File: src/rtl/serializer.sv
// serializer: shifts the top N bits of a captured parallel word out MSB first, one per clock.
module serializer #(
    parameter int DATA_W = 16,
    parameter int MOD_W  = 4
) (
    input  logic              clk,
    input  logic              i_arst,
    input  logic [DATA_W-1:0] i_data,
    input  logic [MOD_W-1:0]  i_data_mod,
    input  logic              i_data_val,
    output logic              o_ser_data,
    output logic              o_ser_data_val,
    output logic              o_busy
);
    typedef enum logic {IDLE, SHIFT} state_t;
    state_t state, state_nxt;
    logic [DATA_W-1:0] sreg, sreg_nxt;
    logic [MOD_W:0] cnt, cnt_nxt;
    logic [MOD_W:0] n_eff;
    logic accept;
    always_ff @(posedge clk or posedge i_arst) begin
        if (i_arst) begin
            state <= IDLE;
            sreg  <= '0;
            cnt   <= '0;
        end else begin
            state <= state_nxt;
            sreg  <= sreg_nxt;
            cnt   <= cnt_nxt;
        end
    end
    assign n_eff  = (i_data_mod == '0) ? (MOD_W+1)'(DATA_W) : {1'b0, i_data_mod};
    assign accept = (state == IDLE) && i_data_val && (n_eff > (MOD_W+1)'(2));
    // The register is cleared on exit so its MSB reads 0 throughout IDLE.
    always_comb begin
        state_nxt = state;
        sreg_nxt  = sreg;
        cnt_nxt   = cnt;
        if (state == IDLE) begin
            state_nxt = accept ? SHIFT : IDLE;
            sreg_nxt  = accept ? i_data : sreg;
            cnt_nxt   = accept ? n_eff : cnt;
        end else begin
            state_nxt = (cnt == (MOD_W+1)'(1)) ? IDLE : SHIFT;
            sreg_nxt  = (cnt == (MOD_W+1)'(1)) ? '0 : {sreg[DATA_W-2:0], 1'b0};
            cnt_nxt   = cnt - (MOD_W+1)'(1);
        end
    end
    always_comb begin
        o_busy         = (state == SHIFT);
        o_ser_data_val = (state == SHIFT);
        o_ser_data     = sreg[DATA_W-1];
    end
endmodule

File: config.mk
export PLATFORM = sky130hd
export DESIGN_NAME = serializer
export DESIGN_NICKNAME = d
export VERILOG_FILES = /design/src/rtl/serializer.sv
export SDC_FILE = /design/constraint.sdc
export NUM_CORES = 1
export LEC_CHECK = 0
export CAP_MARGIN = 15
export CORE_UTILIZATION = 49
export DETAILED_ROUTE_END_ITERATION = 12
export PLACE_DENSITY = 0.75
export SYNTH_ARGS = -nofsm -noshare
export SYNTH_HDL_FRONTEND = slang
export SYNTH_SLANG_ARGS = --single-unit
File: constraint.sdc
create_clock -name clk -period 2.5 [get_ports clk]
set_input_delay 0.25 -clock clk [delete_from_list [all_inputs] [get_ports clk]]
set_output_delay 0.25 -clock clk [all_outputs]
set_load 0.05 [all_outputs]
==> impl_metrics.json, run 1 <==
{
  "status": "finished clean",
  "routed_wl_mm": 2.763,
  "cts_setup_buffers": 0,
  "tritoncts": "built",
  "grt-ovfl-total": 0,
  "avgViaCountPerCell": 5.826,
  "cts.repair.resized": 0,
  "numCtsBuffers": 3,
  "detailedPlacementHpwl_mm": 1.866,
  "yosys.area_share.simple_pct": 11.06,
  "synth_fp_nets": 157,
  "synth_area_sq_um": 1313,
  "grt_pass1_vias": 1062,
  "synthCells": 132,
  "r2r_start": "o_busy",
  "synthXorXnorAreaFrac_pct": 2.002,
  "cts_hold_buf": 0,
  "dieWidth_um": 53.76,
  "synth-seq-cells": 22,
  "grt_pass1_wl_mm": 4.581,
  "crit_chain": "clkdlybuf4s50_1",
  "drv_cap": 0,
  "skew_ns": 0.008344,
  "fillers": 217,
  "max_freq_mhz": 466.7,
  "worst_pin_slew_ns": 0.8305,
  "vias": 1072,
  "die_y_um": 53.76,
  "insertion_delay_ns": 0.32,
  "fin_crit_sh_pct": 85.71,
  "rsz0062_at_grt": "false",
  "multi_input_area_sq_um": 636.9,
  "cts_root_buffer": "clkbuf_4",
  "synth-seq-area-share_pct": 41.94,
  "power.density_nw_per_um2": 1046,
  "clkSlewWorstSetupHoldPaths_ns": 0.13,
  "slowest_delay_ns": 0.90,
  "synth_compound_area_share_pct": 33.56,
  "avgSynthCellArea_sq_um": 9.943,
  "cp_slowest_cell": "clkdlybuf4s50_1",
  "wl_per_cell_um": 15.02,
  "final_max_slew_viol_count": 0,
  "tns_ns": 0,
  "path_class": "flip-flop to output port",
  "synth_mux_area_share_pct": 0,
  "regArea_sq_um": 550.5,
  "io_pins": 26,
  "h-tree-depth": 1,
  "yosysWarnings": 0,
  "r2r_setup_slack_ns": 0.79,
  "row_count": 18,
  "finalWeightedCongestion": 0.7270,
  "slew_headroom_pct": 44.57,
  "vdd_drop_max_uv": 602.8,
  "antenna_found_initial": 0,
  "critPathMaxFanout": 15,
  "critPathArrivalTime_ns": 1.89,
  "r2r_end": "sreg[14]",
  "dr.pass1.iters": 4,
  "layout.nets": 180,
  "antenna_left": 0,
  "antenna_cells": 0,
  "worst_slack_ns": 0.3572,
  "drtIter0Drc": 12,
  "initial_core_util_pct": 52.50,
  "path_delay_family": "buffers and inverters",
  "yosys.area_share.adder_pct": 1.907,
  "clock_sinks": 22,
  "leakage_nw": 0.7198,
  "core_sq_um": 2500,
  "track_usage_pct": 22.18,
  "drive_above_1_share_pct": 16.23,
  "cts_buffer_depth": 2,
  "synth_top_family_by_area": "compound AO/OA/AOI/OAI gates",
  "hp-class": "primary input to asynchronous set/reset pin",
  "drc_errors": 0,
  "ys_types": 36,
  "critPathLaunchType": "flip-flop",
  "grt_max_degree": 24,
  "total_power_mw": 1.672,
  "end_kind": "output port",
  "dieArea_sq_um": 2890,
  "place_area_sq_um": 1562,
  "worstPathRequired_ns": 2.25,
  "finalInstanceArea_sq_um": 1598,
  "r2r_cells": 3,
  "fin_crit_ns": 2.143,
  "crit_buf_inv": 1,
  "setup-violations-final": 0,
  "area_growth_syn_to_layout_pct": 21.73,
  "port_buffers": 25,
  "hold_violations": 0,
  "place_ws_ns": 0.5736
}
[metal layers]
layer	vias to the layer above	GRT usage, %	share of wire (%)
met5	-	0	0
met4	0	7.895	1.7
met3	5	2.542	3.0
met2	21	40.53	52
met1	531	26.32	44
li1	515	-	-
[through the flow]
| stage | hold slack [ns] | instances | utilization, % |
|---|---|---|---|
| floorplan | 0.2392 | 132 | - |
| finish | 0.3787 | 184 | 63.91 |
| CTS | 0.4120 | 184 | 63.91 |
| global placement | 0.5076 | 180 | 62.46 |
| detailed placement | 0.5120 | 180 | 62.46 |
| global route | 0.5184 | 184 | 63.91 |
[area by class of cell]
| cell class | count | area share (%) |
|---|---|---|
| clock buffer | 4 | 2.271 |
| multi-input combinational | 82 | 39.86 |
| inverter | 19 | 4.464 |
| tap | 30 | 2.349 |
| timing repair buffer | 27 | 16.60 |
| sequential | 22 | 34.46 |
[report_power, final]
group,internal [mW],switching (mW)
Sequential,0.523,0.150
Combinational,0.415,0.380
Clock,0.0891,0.116
Total,1.03,0.645
[synth_stat cells (all sizes together)]
cell	n	area share [%]
nor3	2	0.76
o211ai	1	0.57
dfrtp	22	42
clkbuf	5	1.4
buf	4	2.7
nor4	1	0.48
a21oi	5	1.9
nand3	1	0.38
xor2	1	0.67
a211o	1	0.67
nand2	18	5.3
nor2	1	0.29
or2	1	0.48
a31oi	1	0.48
and3	1	0.48
a31o	15	10
o41a	1	0.86
a221oi	2	1.3
o21bai	1	0.57
nand2b	2	1.1
ha	2	1.9
a2bb2oi	15	14
inv	19	5.4
nand3b	2	1.1
o311a	1	0.76
a21bo	1	0.76
o21ai	2	0.76
a211oi	1	0.57
nor3b	1	0.57
xnor2	2	1.3
[worst max-delay path by stage]
| stage | start | endpoint | slack [ns] | cells after the start |
|---|---|---|---|---|
| global placement | i_data_mod[0] | sreg[14] | 0.68 | 5 |
| detailed placement | i_data_mod[0] | sreg[1] | 0.57 | 5 |
| floorplan | o_busy | cnt[4] | 1.03 | 3 |
| CTS | o_busy | o_ser_data_val | 0.37 | 1 |
| finish | o_busy | o_ser_data_val | 0.36 | 1 |
| global route | o_busy | o_busy | 0.29 | 1 |
[sequential cells by signal (all words and copies together), names as in the netlist]
signal	count
cnt	5
sreg	16
o_busy	1
[cell families (layout without fill, tap and decap cells)]
kind of cell    after synthesis  in the layout
compound gates               47             47
simple gates                 30             30
buf+inv                      28             50
flops                        22             22
xor+xnor                      3              3
fa+ha+maj                     2              2
[placed cells by master, fill, tap and decap left out, types with 2 or more instances in the layout]
cell and n:
a21oi_1 5, a221oi_1 2, a2bb2oi_1 6, a2bb2oi_2 9, a31o_1 9, a31o_2 6
buf_4 2, clkbuf_4 3, clkdlybuf4s50_1 25, dfrtp_1 22, ha_1 2, inv_1 19
nand2_1 17, nand3b_1 2, nor3_1 2, o21ai_0 2, xnor2_1 2
No activity file was read; power rests on OpenSTA's default activity.
==> run 2: changes to the inputs <==
- CORE_ASPECT_RATIO: not set -> 1.75
- GPL_ROUTABILITY_DRIVEN: not set -> 0
==> impl_metrics.json, run 2 (same netlist as run 1, synthesis figures left out) <==
{
  "antenna_found_initial": 0,
  "layout.nets": 180,
  "cts_buffer_depth": 2,
  "setup-violations-final": 0,
  "crit_chain": "clkdlybuf4s50_1",
  "path_class": "flip-flop to output port",
  "drive_above_1_share_pct": 16.23,
  "max_freq_mhz": 498.6,
  "dieWidth_um": 41.13,
  "tritoncts": "built",
  "fin_crit_sh_pct": 80.22,
  "cts_root_buffer": "clkbuf_8",
  "cp_slowest_cell": "clkdlybuf4s50_1",
  "fillers": 225,
  "wl_per_cell_um": 15.44,
  "path_delay_family": "buffers and inverters",
  "power.density_nw_per_um2": 1068,
  "row_count": 24,
  "end_kind": "output port",
  "top_register": "sreg",
  "critPathLaunchType": "flip-flop",
  "layout_common_cells": "clkdlybuf4s50_1, dfrtp_1, inv_1, nand2_1",
  "worstPathRequired_ns": 2.25,
  "largest_register_ffs": 16,
  "tns_ns": 0,
  "fin_crit_ns": 2.005,
  "hp-class": "primary input to asynchronous set/reset pin",
  "drc_errors": 0,
  "skew_ns": 0.005672,
  "hold_violations": 0,
  "final_common_cell": "clkdlybuf4s50_1",
  "clock_sinks": 22,
  "wl_met2_mm": 1.493,
  "grt_max_degree": 23,
  "track_usage_pct": 22.35,
  "port_buffers": 25,
  "die_y_um": 70.47,
  "grt_pass1_vias": 1061,
  "critPathArrivalTime_ns": 1.76,
  "top_layer": "met4",
  "grt-ovfl-total": 0,
  "rsz0062_at_grt": "false",
  "detailedPlacementHpwl_mm": 1.986,
  "antenna_left": 0,
  "grt_pass1_wl_mm": 4.574,
  "routed_wl_mm": 2.779,
  "drv_cap": 0,
  "multi_input_area_sq_um": 636.9,
  "dieArea_sq_um": 2898,
  "met3_wirelength_um": 79,
  "final_max_slew_viol_count": 0,
  "core_sq_um": 2522,
  "cts_hold_buf": 0,
  "antenna_cells": 0,
  "initial_core_util_pct": 52.03,
  "status": "finished clean",
  "insertion_delay_ns": 0.26,
  "fin_util_pct": 63.89,
  "regArea_sq_um": 550.5,
  "critPathMaxFanout": 13,
  "numCtsBuffers": 3,
  "slew_headroom_pct": 44.78,
  "cts.repair.resized": 0,
  "avgViaCountPerCell": 5.744,
  "worst_pin_slew_ns": 0.8274,
  "vdd_drop_max_uv": 744.5,
  "cts_setup_buffers": 0,
  "io_pins": 26,
  "leakage_nw": 0.7276,
  "slowest_delay_ns": 0.89,
  "dr.pass1.iters": 4,
  "drtIter0Drc": 17,
  "clkSlewWorstSetupHoldPaths_ns": 0.08,
  "crit_buf_inv": 1,
  "vias": 1034,
  "wl_met1_mm": 1.170,
  "area_growth_syn_to_layout_pct": 22.78,
  "h-tree-depth": 1
}
## run 2: through the flow
| step | total power, mW | hold slack, ns | std cells | cell area [sq um] | setup slack (ns) |
|---|---|---|---|---|---|
| floorplan | 1.294 | 0.2392 | 132 | 1313 | 1.031 |
| global placement | 1.447 | 0.5074 | 176 | 1556 | 0.6399 |
| detailed placement | 1.483 | 0.5129 | 176 | 1556 | 0.5431 |
| CTS | 1.738 | 0.4892 | 180 | 1612 | 0.4915 |
| global route | 1.843 | 0.5483 | 180 | 1612 | 0.4096 |
| finish | 1.721 | 0.4461 | 180 | 1612 | 0.4946 |
## run 2: routing by layer
layer	track usage, %	vias to the layer above
met5	0	-
met4	6.452	0
met3	2.857	4
met2	38.89	25
met1	26.48	489
li1	-	516
## run 2: cell type report
type	count	area share, %
Clock buffer	4	3.416
Multi-Input combinational cell	82	39.52
Sequential cell	22	34.16
Inverter	19	4.425
Tap cell	26	2.019
Timing Repair Buffer	27	16.46
## run 2: final timing paths
path	startpoint	endpoint	slack [ns]	cells past startpoint
min in group clk	sreg[0]	sreg[1]	0.53	2
hold reg to reg	sreg[0]	sreg[1]	0.53	2
setup reg to reg	o_busy	sreg[15]	0.85	3
max in group asynchronous	i_arst	sreg[5]	1.54	2
setup / recovery	o_busy	o_busy	0.49	1
hold / removal	i_arst	sreg[11]	0.45	2
## run 2: report_power, final
group / leakage, nW / switching [mW] / internal, mW
Clock: 0.0288 / 0.111 / 0.140
Sequential: 0.268 / 0.149 / 0.525
Combinational: 0.430 / 0.382 / 0.414
==> run 3: changes to the inputs <==
- clock period: 2.5 -> 1.9 ns (I/O delays scaled with it)
==> impl_metrics.json, run 3 (same netlist as run 1, synthesis figures left out) <==
{
  "end_kind": "output port",
  "drtIter0Drc": 28,
  "fin_hold_ws_ns": 0.2526,
  "final_max_slew_viol_count": 0,
  "p_comb_share_pct": 48.7,
  "antenna_left": 0,
  "layout.nets": 183,
  "crit_chain": "clkdlybuf4s50_1",
  "regArea_sq_um": 550.5,
  "power.density_nw_per_um2": 1387,
  "cp_slowest_cell": "clkdlybuf4s50_1",
  "clock_sinks": 22,
  "worst_pin_slew_ns": 0.5980,
  "initial_core_util_pct": 52.03,
  "grt_max_degree": 24,
  "final_common_cell": "clkdlybuf4s50_1",
  "clkSlewWorstSetupHoldPaths_ns": 0.07,
  "p_sw_share_pct": 37.11,
  "port_buffers": 25,
  "tritoncts": "built",
  "row_count": 24,
  "antenna_cells": 0,
  "grt_pass1_vias": 1074,
  "leakage_nw": 0.7459,
  "fin_util_pct": 65.03,
  "cts.repair.resized": 0,
  "crit_buf_inv": 1,
  "top_register": "sreg",
  "h-tree-depth": 1,
  "pwr-share-clk_pct": 12.4,
  "dieArea_sq_um": 2898,
  "dieWidth_um": 41.13,
  "drv_cap": 0,
  "status": "finished clean",
  "path_class": "flip-flop to output port",
  "numCtsBuffers": 3,
  "grt-ovfl-total": 0,
  "fin_crit_ns": 1.621,
  "detailedPlacementHpwl_mm": 1.919,
  "path_delay_family": "buffers and inverters",
  "die_y_um": 70.47,
  "routed_wl_mm": 2.674,
  "grt_pass1_wl_mm": 4.457,
  "path_depth": 1,
  "rsz0062_at_grt": "false",
  "p_switching_mw": 0.8441,
  "seq_power_share_pct": 38.9,
  "wl_per_cell_um": 14.69,
  "crit_start": "sreg[15]",
  "skew_ns": 0.001471,
  "crit_path_end": "o_ser_data",
  "r2r_cells": 5,
  "track_usage_pct": 21.61,
  "fin_crit_sh_pct": 85.30,
  "worstPathRequired_ns": 1.71,
  "cts_buffer_depth": 2,
  "critPathArrivalTime_ns": 1.43,
  "cts_root_buffer": "clkbuf_8",
  "multi_input_area_sq_um": 636.9,
  "slowest_delay_ns": 0.81,
  "vias": 1068,
  "avgViaCountPerCell": 5.868,
  "cts_setup_buffers": 0,
  "hp-class": "primary input to asynchronous set/reset pin",
  "slew_headroom_pct": 60.13,
  "drive_above_1_share_pct": 18.59,
  "critPathLaunchType": "flip-flop",
  "p_int_mw": 1.430,
  "layout_common_cells": "clkdlybuf4s50_1, dfrtp_1, inv_1, nand2_1",
  "largest_register_ffs": 16,
  "area_growth_syn_to_layout_pct": 24.98,
  "setup-violations-final": 0,
  "drc_errors": 0,
  "r2r_end": "o_busy",
  "r2r_setup_slack_ns": 0.31,
  "cts_hold_buf": 0,
  "tns_ns": 0,
  "dr.pass1.iters": 4,
  "io_pins": 26,
  "hold_violations": 0,
  "vdd_drop_max_uv": 862.5,
  "critPathMaxFanout": 2,
  "fillers": 214,
  "max_freq_mhz": 617.0,
  "insertion_delay_ns": 0.26,
  "r2r_start": "cnt[1]",
  "core_sq_um": 2522,
  "antenna_found_initial": 0
}
run 3: changes by cell type in the layout (fill, tap and decap cells not counted), sizes merged:
cell	before	now
buf	2	7
clkbuf	4	3
clkdlybuf4s50	25	23
run 3: layout make-up:
type	count	share of cell area [%]
inverters	19	4.348
multi-input cells	82	38.83
well taps	26	1.983
flip-flops and latches	22	33.56
clock buffers	3	2.517
repair buffers	30	18.76
run 3: power by group through the flow:
stage                     logic, mW  registers, mW  clock network (mW)
after floorplan               0.808          0.895                   0
after global placement         1.09          0.879                   0
after detailed placement       1.12          0.887                   0
after CTS                      1.12          0.884               0.289
after global routing           1.21          0.916               0.305
final                          1.11          0.885               0.283
run 3: worst min-delay path by stage:
stage	endpoint	cells past startpoint	start
floorplan	cnt[0]	1	i_arst
global placement	sreg[9]	1	sreg[9]
detailed placement	sreg[12]	1	sreg[12]
CTS	sreg[11]	3	i_arst
global route	sreg[11]	3	i_arst
finish	sreg[11]	3	i_arst
run 3: per-stage QoR:
step | area, sq um | power (mW) | worst slack [ns] | std cells
2_1_floorplan | 1313 | 1.703 | 0.4307 | 132
3_3_place_gp | 1599 | 1.974 | 0.1511 | 179
3_5_place_dp | 1599 | 2.005 | 0.1064 | 179
4_1_cts | 1640 | 2.292 | 0.2838 | 182
5_1_grt | 1640 | 2.434 | 0.1707 | 182
6_report | 1640 | 2.275 | 0.2793 | 182
run 3: metal layers:
metal | vias to the layer above | part of all wire (%) | wire, um | global-route usage [%]
met5 | - | 0 | 0 | 0
met4 | 0 | 1.4 | 38 | 6.452
met3 | 5 | 2.8 | 74 | 2.857
met2 | 22 | 53 | 1406 | 39.06
met1 | 523 | 43 | 1154 | 23.59
li1 | 518 | - | - | -
